### src/rtl/pc_pkg.sv
// Shared types and constants for the program-counter sequencer.
// Imported by both the next-address mux and the sequencer top.
package pc_pkg;

    typedef enum logic [1:0] {
        PC_RUN  = 2'd0,
        PC_ISR  = 2'd1,
        PC_HALT = 2'd2
    } pc_state_t;

    localparam int INSTR_BYTES = 4;

endpackage

### src/rtl/pc_next_mux.sv
// Combinational priority select of the address the PC loads next.
// Also reports which event won this cycle so the sequencer can update state and epc.
module pc_next_mux
    import pc_pkg::*;
#(
    parameter int                ADDR_W       = 32,
    parameter logic [ADDR_W-1:0] RESET_VECTOR = '0,
    parameter logic [ADDR_W-1:0] IRQ_VECTOR   = ADDR_W'(32'h0000_0080)
) (
    input  logic              reset,
    input  pc_state_t         state,
    input  logic [ADDR_W-1:0] current_address,
    input  logic [ADDR_W-1:0] epc,
    input  logic              stall,
    input  logic              branch_taken,
    input  logic [ADDR_W-1:0] branch_target,
    input  logic              jump,
    input  logic [ADDR_W-1:0] jump_target,
    input  logic              eret,
    input  logic              halt,
    input  logic              irq_req,
    output logic [ADDR_W-1:0] new_address,
    output logic [ADDR_W-1:0] redirect,
    output logic              take_irq,
    output logic              take_eret,
    output logic              take_halt
);

    logic [ADDR_W-1:0] seq;
    logic [ADDR_W-1:0] branch_aligned;
    logic [ADDR_W-1:0] jump_aligned;

    // Wraps silently at the top of the address space.
    assign seq            = current_address + ADDR_W'(INSTR_BYTES);
    assign branch_aligned = {branch_target[ADDR_W-1:2], 2'b00};
    assign jump_aligned   = {jump_target[ADDR_W-1:2], 2'b00};
    assign redirect       = jump ? jump_aligned : (branch_taken ? branch_aligned : seq);

    always_comb begin
        new_address = redirect;
        take_irq    = 1'b0;
        take_eret   = 1'b0;
        take_halt   = 1'b0;
        if (reset) begin
            new_address = RESET_VECTOR;
        end else if (state == PC_HALT) begin
            new_address = current_address;
        end else if (halt && !stall) begin
            new_address = current_address;
            take_halt   = 1'b1;
        end else if (stall) begin
            new_address = current_address;
        end else if (state == PC_RUN && irq_req) begin
            new_address = IRQ_VECTOR;
            take_irq    = 1'b1;
        end else if (state == PC_ISR && eret) begin
            new_address = epc;
            take_eret   = 1'b1;
        end
    end

endmodule

### src/rtl/pc_sequencer.sv
// Next-address controller for the ProgramCounter: holds RUN/ISR/HALT state and the saved EPC.
// new_address is combinational; the PC register outside captures it on the next rising edge.
module pc_sequencer
    import pc_pkg::*;
#(
    parameter int                ADDR_W       = 32,
    parameter logic [ADDR_W-1:0] RESET_VECTOR = '0,
    parameter logic [ADDR_W-1:0] IRQ_VECTOR   = ADDR_W'(32'h0000_0080)
) (
    input  logic              clk,
    input  logic              reset,
    input  logic [ADDR_W-1:0] current_address,
    output logic [ADDR_W-1:0] new_address,
    input  logic              stall,
    input  logic              branch_taken,
    input  logic [ADDR_W-1:0] branch_target,
    input  logic              jump,
    input  logic [ADDR_W-1:0] jump_target,
    input  logic              eret,
    input  logic              halt,
    input  logic              irq_req,
    output logic              irq_ack,
    output logic [ADDR_W-1:0] epc,
    output logic              in_isr,
    output logic              halted,
    output pc_state_t         dbg_state
);

    // Interrupt handshake: irq_req is a level the requester holds until it sees
    // irq_ack; irq_ack is high exactly in the cycle new_address is IRQ_VECTOR,
    // which also moves the state to ISR, so it can never stay high two cycles.

    pc_state_t         state_q;
    pc_state_t         state_d;
    logic [ADDR_W-1:0] epc_q;
    logic [ADDR_W-1:0] epc_d;
    logic [ADDR_W-1:0] redirect;
    logic              take_irq;
    logic              take_eret;
    logic              take_halt;

    pc_next_mux #(
        .ADDR_W       (ADDR_W),
        .RESET_VECTOR (RESET_VECTOR),
        .IRQ_VECTOR   (IRQ_VECTOR)
    ) u_next_mux (
        .reset           (reset),
        .state           (state_q),
        .current_address (current_address),
        .epc             (epc_q),
        .stall           (stall),
        .branch_taken    (branch_taken),
        .branch_target   (branch_target),
        .jump            (jump),
        .jump_target     (jump_target),
        .eret            (eret),
        .halt            (halt),
        .irq_req         (irq_req),
        .new_address     (new_address),
        .redirect        (redirect),
        .take_irq        (take_irq),
        .take_eret       (take_eret),
        .take_halt       (take_halt)
    );

    always_ff @(posedge clk or posedge reset) begin
        if (reset) begin
            state_q <= PC_RUN;
            epc_q   <= '0;
        end else begin
            state_q <= state_d;
            epc_q   <= epc_d;
        end
    end

    // The mux already resolved priority; only one take_* can be set per cycle.
    always_comb begin
        state_d = state_q;
        epc_d   = epc_q;
        if (take_halt) begin
            state_d = PC_HALT;
        end else if (take_irq) begin
            state_d = PC_ISR;
            epc_d   = redirect;
        end else if (take_eret) begin
            state_d = PC_RUN;
        end
    end

    assign irq_ack   = take_irq;
    assign epc       = epc_q;
    assign in_isr    = (state_q == PC_ISR);
    assign halted    = (state_q == PC_HALT);
    assign dbg_state = state_q;

endmodule

### config.mk
export PLATFORM = sky130hd
export DESIGN_NAME = pc_sequencer
export DESIGN_NICKNAME = d
export VERILOG_FILES = /design/src/rtl/pc_pkg.sv /design/src/rtl/pc_next_mux.sv /design/src/rtl/pc_sequencer.sv
export SDC_FILE = /design/constraint.sdc
export NUM_CORES = 1
export LEC_CHECK = 0
export BUFFER_PORTS_ARGS = -buffer_cell sky130_fd_sc_hd__buf_2
export CORE_ASPECT_RATIO = 0.9
export CORE_MARGIN = 8
export CORE_UTILIZATION = 50
export CTS_BUF_LIST = sky130_fd_sc_hd__clkbuf_16
export DETAILED_ROUTE_END_ITERATION = 12
export GPL_ROUTABILITY_DRIVEN = 0
export PLACE_DENSITY = 0.95
export SETUP_SLACK_MARGIN = 0.15
export SLEW_MARGIN = 30
export SYNTH_ARGS = -nofsm -noshare
export SYNTH_HDL_FRONTEND = slang
export SYNTH_SLANG_ARGS = --single-unit
### constraint.sdc
create_clock -name clk -period 3.3 [get_ports clk]
set_clock_uncertainty 0.2 [all_clocks]
set_input_delay 0 -clock clk [delete_from_list [all_inputs] [get_ports clk]]
set_output_delay 0 -clock clk [all_outputs]
set_load 0.005 [all_outputs]
==> results by group, run 1 <==
Drt
  • DRC Markers: 0
  • DR WL/cell: 19.9 um
  • Post-Route WL: 14900 um
  • Pre-antenna DRT Iters: 7
  • Final ANT Viol Nets: 0
  • DR iter-0 viols: 491
  • Vias per Instance: 6.31
  • Via count: 4753

Power
  • Power Density: 288 nW/um^2
  • VDD IR-drop max: 210 uV
  • Leak Pwr: 2.41 nW

Timing
  • Worst-Margin Slew: 0.797 ns
  • Count of pins over their slew limit: 0
  • Setup TNS: 0 ns
  • Min Tclk post-route: 2.88 ns
  • RSZ-0062 raised after global routing: no
  • Final hold violation count: 0
  • Hold_ws: 0.00390 ns
  • Endpoints failing setup: 0
  • Crit share post-route: 0.873
  • Max Fclk: 347 MHz
  • Max-slew headroom: 0.464

Layout
  • Layout area overhead: 47.8%
  • NumNets Final: 766
  • Most frequent cells in the layout: buf_2 (168), nand2_1 (77), dlygate4sd3_1 (59)
  • Register area: 851 um^2
  • Commonest non-fill, non-tap cell in the layout: buf_2
  • Share of layout cells above drive strength 1: 0.310
  • Fillcell total: 517
  • Footprint of the multi-input gates: 2260 um^2

CTS
  • H-tree depth: 2
  • Gates resized, CTS repair: 0
  • Setup bufs post-CTS: 0
  • Clock transition at the registers of the reported paths: 0.05 ns
  • Root buffer cell: clkbuf_16
  • Cts hold-fix bufs: 59
  • Clock Tree Buf Depth: 2
  • # clock sinks: 34
  • CTS tree: done
  • Worst skew pair latency: 0.27 ns
  • Num CTS Buffers: 5

Die
  • Core Box Area: 6520 um^2
  • Chip Width: 102 um
  • Die Y: 93.3 um
  • # IOs: 173
  • Row count: 28
  • Die area: 9510 um^2
  • Starting Density: 0.509

Flow run
  • Max_cap viols: 0

Yosys
  • Synthesized net count: 560
  • Average cell area after synthesis: 7.30 um^2
  • Synth Flop Type: dfrtp_1
  • Post-Syn Instances: 455
  • Synth cell types: 62
  • YS warnings: 0
  • Number of enable flip-flop cells after synthesis: 0
  • Async set-reset flop share out of synthesis: 1.00
  • Register bit total from synthesis: 34
  • Synthesized area: 3320 um^2
  • Register area share after synthesis: 0.256

Outcome
  • Status: complete, no violations

Global route
  • Initial antenna violation count: 1
  • Gr ovfl total: 0
  • Vias in the first global route: 4867
  • Largest net degree at the start of global routing: 44
  • First-pass GRT wire length: 23500 um
  • GRT Util Overall: 0.309

Critical path
  • Kind of critical path: input port to flop
  • Setup crit end kind: flop
  • Setup crit start kind: input port
  • Crit path required time: 3.31 ns
  • Arrival @ worst endpoint: 2.89 ns
  • Worst Path Max Fanout: 21

Worst hold path
  • Worst hold path type: input port to flop

Placement
  • Post-DP HPWL: 10200 um
  • Port bufs: 168
-- cells in the mapped netlist, drive strengths merged, types with 2 or more instances --
| master | instances | area share |
|---|---|---|
| a222oi | 5 | 0.015 |
| xnor2 | 10 | 0.026 |
| nor2b | 4 | 0.0083 |
| nor3b | 3 | 0.0068 |
| o31ai | 2 | 0.0045 |
| o211ai | 3 | 0.0068 |
| o311ai | 2 | 0.0053 |
| and2 | 3 | 0.0057 |
| inv | 11 | 0.012 |
| nand2 | 79 | 0.091 |
| a21o | 3 | 0.0068 |
| a31oi | 10 | 0.019 |
| mux2 | 3 | 0.010 |
| and4 | 5 | 0.015 |
| o221ai | 4 | 0.011 |
| o22ai | 13 | 0.025 |
| or4 | 2 | 0.0057 |
| a22o | 3 | 0.0079 |
| xor2 | 10 | 0.026 |
| a22oi | 17 | 0.038 |
| a31o | 4 | 0.011 |
| mux2i | 6 | 0.018 |
| nor3 | 14 | 0.024 |
| nand3 | 16 | 0.028 |
| nand4 | 12 | 0.027 |
| and3 | 3 | 0.0057 |
| nor2 | 25 | 0.028 |
| nand2b | 8 | 0.015 |
| nor4 | 5 | 0.011 |
| a2111oi | 2 | 0.0057 |
| a32oi | 6 | 0.016 |
| a21oi | 24 | 0.036 |
| dfrtp | 34 | 0.26 |
| o21ai | 51 | 0.077 |
| a221oi | 2 | 0.0053 |
| buf | 15 | 0.025 |
| o211a | 6 | 0.018 |
| clkbuf | 22 | 0.025 |
-- path summary, 6_finish.rpt --
| kind | start | end | slack, ns | cells after the start |
|---|---|---|---|---|
| min | eret | dbg_state[0] | 0.004 | 5 |
| min in group asynchronous | reset | epc[31] | 0.48 | 4 |
| max reg2reg | dbg_state[1] | epc[30] | 0.51 | 7 |
| min reg2reg | epc[1] | epc[1] | 0.29 | 2 |
| max in group asynchronous | reset | epc[8] | 2.09 | 4 |
| max | halt | epc[30] | 0.42 | 9 |
-- layout make-up --
cell class	count	area share
inverters	11	0.00842
flip-flops and latches	34	0.173
diodes	1	0.000510
clock inverters	3	0.00255
clock buffers	5	0.0255
well taps	90	0.0230
multi-input cells	373	0.461
repair buffers	236	0.306
-- worst max-delay path: stages --
cell	delay, ns
dlygate4sd3_1	0.53
buf_2	0.17
nor2_1	0.21
nand2_2	0.34
or3_1	0.48
inv_2	0.34
nor2_1	0.07
a31oi_1	0.17
dlygate4sd3_1	0.57
-- power breakdown --
part | switching, mW | total, mW | internal (mW)
Clock | 0.177 | 0.450 | 0.273
Sequential | 0.0328 | 0.489 | 0.456
Combinational | 0.240 | 0.474 | 0.234
-- layer usage --
metal | vias to the layer above | routed length [um] | global-route usage
li1 | 2115 | - | -
met1 | 2173 | 5720 | 0.360
met2 | 382 | 6820 | 0.502
met3 | 83 | 1720 | 0.0809
met4 | 0 | 692 | 0.182
met5 | - | 0 | 0
-- through the flow --
stage          worst slack, ns  std cells  power [mW]  instance area [um^2]  utilization
4_1_cts                  0.490        752        1.40                  4900        0.752
3_5_place_dp             0.803        685       0.881                  4170        0.641
3_3_place_gp              1.02        685       0.864                  4170        0.641
6_report                 0.419        753        1.41                  4900        0.753
2_1_floorplan             1.37        455       0.679                  3320            -
5_1_grt                  0.320        753        1.48                  4900        0.753
-- cell families after synthesis --
logic type | Yosys count | synth area share
and+or+nand+nor | 182 | 0.279
AOI/OAI and AO/OA | 161 | 0.317
buffers and inverters | 48 | 0.0626
DFF | 34 | 0.256
xor gates and xnor gates | 20 | 0.0528
muxes | 9 | 0.0283
adders and majority gates | 1 | 0.00377
-- sequential cells by signal (all words and copies together), names as in the netlist --
name and count:
dbg_state 2, epc 32
(Power assumes the default switching activity.)
==> run 2, diff against run 1 <==
--- a/config.mk
+++ b/config.mk
@@ -7,9 +7,7 @@
 export LEC_CHECK = 0
 export BUFFER_PORTS_ARGS = -buffer_cell sky130_fd_sc_hd__buf_2
 export CORE_ASPECT_RATIO = 0.9
-export CORE_MARGIN = 8
 export CORE_UTILIZATION = 50
-export CTS_BUF_LIST = sky130_fd_sc_hd__clkbuf_16
 export DETAILED_ROUTE_END_ITERATION = 12
 export GPL_ROUTABILITY_DRIVEN = 0
 export PLACE_DENSITY = 0.95
==> results by group, run 2 (synthesis gave the netlist of run 1 again) <==
Critical path
  • Arrival @ worst endpoint: 3.04 ns (was 2.89 ns)
  • Worst Path Max Fanout: 44 (was 21)
  • Kind of critical path: flop to flop (was input port to flop)
  • R2R Path Start: dbg_state[0] (was dbg_state[1])
  • Worst setup path startpoint: dbg_state[0] (was halt)
  • Setup crit end kind: flop (unchanged)
  • Setup crit start kind: flop (was input port)
  • Crit path required time: 3.27 ns (was 3.31 ns)

Drt
  • Pre-antenna DRT Iters: 7 (unchanged)
  • Vias per Instance: 6.39 (was 6.31)
  • WL met3: 1930 um (was 1720 um)
  • DR WL/cell: 18.9 um (was 19.9 um)
  • Via count: 4807 (was 4753)
  • DRC Markers: 0 (unchanged)
  • Metal1 wirelength: 5250 um (was 5720 um)
  • DR iter-0 viols: 538 (was 491)
  • Post-Route WL: 14200 um (was 14900 um)
  • Final ANT Viol Nets: 0 (unchanged)
  • Metal2 WL: 6280 um (was 6820 um)
  • Max Used Layer: met4 (unchanged)

Timing
  • Worst-Margin Slew: 0.915 ns (was 0.797 ns)
  • Final hold violation count: 0 (unchanged)
  • Max-slew headroom: 0.389 (was 0.464)
  • Min Tclk post-route: 3.07 ns (was 2.88 ns)
  • Count of pins over their slew limit: 0 (unchanged)
  • Endpoints failing setup: 0 (unchanged)
  • Final WS setup: 0.233 ns (was 0.419 ns)
  • Crit share post-route: 0.929 (was 0.873)
  • RSZ-0062 raised after global routing: no (unchanged)
  • Setup TNS: 0 ns (unchanged)
  • Max Fclk: 326 MHz (was 347 MHz)

CTS
  • Root buffer cell: clkbuf_8 (was clkbuf_16)
  • # clock sinks: 34 (unchanged)
  • CTS tree: done (unchanged)
  • Clock transition at the registers of the reported paths: 0.08 ns (was 0.05 ns)
  • Clock Tree Buf Depth: 2 (unchanged)
  • H-tree depth: 2 (unchanged)
  • Worst skew pair latency: 0.28 ns (was 0.27 ns)
  • Num CTS Buffers: 5 (unchanged)

Global route
  • Initial antenna violation count: 0 (was 1)
  • GRT Util Overall: 0.414 (was 0.309)
  • Gr ovfl total: 0 (unchanged)
  • Vias in the first global route: 4618 (was 4867)
  • First-pass GRT wire length: 22300 um (was 23500 um)
  • Largest net degree at the start of global routing: 45 (was 44)

Layout
  • Most frequent cells in the layout: buf_2 (168), nand2_1 (77), dlygate4sd3_1 (63) (was buf_2 (168), nand2_1 (77), dlygate4sd3_1 (59))
  • Share of layout cells above drive strength 1: 0.311 (was 0.310)
  • Commonest non-fill, non-tap cell in the layout: buf_2 (unchanged)
  • NumNets Final: 769 (was 766)
  • Max reg flops: 32 (unchanged)
  • Final Non-Filler Cells: 752 (was 753)
  • Ant. Diodes: 0 (was 1)
  • Layout area overhead: 47.5% (was 47.8%)

Die
  • # IOs: 173 (unchanged)
  • Chip Width: 87.9 um (was 102 um)
  • Row count: 27 (was 28)
  • Die Y: 79.3 um (was 93.3 um)
  • Core Box Area: 6250 um^2 (was 6520 um^2)
  • Starting Density: 0.531 (was 0.509)
  • Die area: 6970 um^2 (was 9510 um^2)

Power
  • VDD IR-drop max: 203 uV (was 210 uV)
  • Leak Pwr: 2.41 nW (about the same)
  • Power Density: 266 nW/um^2 (was 288 nW/um^2)

Flow run
  • Max_cap viols: 0 (unchanged)

Placement
  • Place WS: 0.675 ns (was 0.803 ns)
  • Post-DP HPWL: 9230 um (was 10200 um)
  • Port bufs: 168 (unchanged)
  • Cells after DPL: 681 (was 685)

Worst hold path
  • Hold wc startpoint: jump_target[25] (was eret)
  • Worst hold path type: input port to flop (unchanged)

Outcome
  • Status: complete, no violations (unchanged)
-- run 2: cell types whose count changed in the layout (fill, tap and decap cells not counted), moves of 2 or more --
| cell | before | now |
|---|---|---|
| clkbuf_16 | 5 | 0 |
| clkbuf_8 | 0 | 6 |
| dlygate4sd3_1 | 59 | 63 |
| nor2_1 | 25 | 23 |
| nor2_2 | 0 | 2 |
-- run 2: final timing paths --
check | slack, ns | depth (start not counted) | endpoint
worst max-delay path | 0.23 | 8 | epc[30]
worst min-delay path | 0.003 | 5 | epc[25]
worst max register to register | 0.23 | 8 | epc[30]
worst min register to register | 0.30 | 2 | epc[0]
max in group asynchronous | 2.07 | 4 | epc[31]
min in group asynchronous | 0.49 | 4 | dbg_state[0]
-- run 2: stage by stage --
stage / area [um^2] / util / power [mW] / hold slack [ns]
CTS: 4880 / 0.782 / 1.28 / 0.00693
detailed placement: 4160 / 0.666 / 0.874 / 0.0491
global placement: 4160 / 0.666 / 0.859 / 0.0462
global route: 4900 / 0.783 / 1.36 / 0.0532
finish: 4900 / 0.783 / 1.30 / 0.00318
floorplan: 3320 / - / 0.679 / -0.115
-- run 2: layout make-up --
type	count	area [um^2]
Fill cell	461	1350
Multi-Input combinational cell	373	2270
Tap cell	87	109
Sequential cell	34	851
Clock buffer	7	86.3
Clock inverter	1	5.00
Inverter	11	42.5
Timing Repair Buffer	239	1530
-- run 2: report_power, final --
part	total, mW	leakage (nW)	switching (mW)	internal, mW
sequential	0.489	0.457	0.0339	0.455
clock	0.335	0.0482	0.166	0.169
combinational	0.477	1.91	0.241	0.236
total	1.30	2.41	0.441	0.860
-- run 2: repair_timing --
| item | CTS | global route |
|---|---|---|
| hold endpoints to repair | 67 | 0 |
| setup endpoints to repair | 0 | 4 |
| hold buffers | 63 | 0 |
| resized for setup | 0 | 3 |
| setup buffers | 0 | 0 |
-- run 2: metal layers --
layer  global-route usage  vias up
met2                0.657      461
li1                     -     2115
met3               0.0967       92
met5                    0        -
met4                0.243        0
met1                0.507     2139
-- run 2: worst max-delay path: stages (launching register included) --
cell and delay (ns):
dfrtp_1 0.44, nand2b_1 0.23, nand2_4 0.26, or3_1 0.16
buf_4 0.39, clkinv_2 0.43, nor2_1 0.19, a31oi_1 0.05
dlygate4sd3_1 0.57
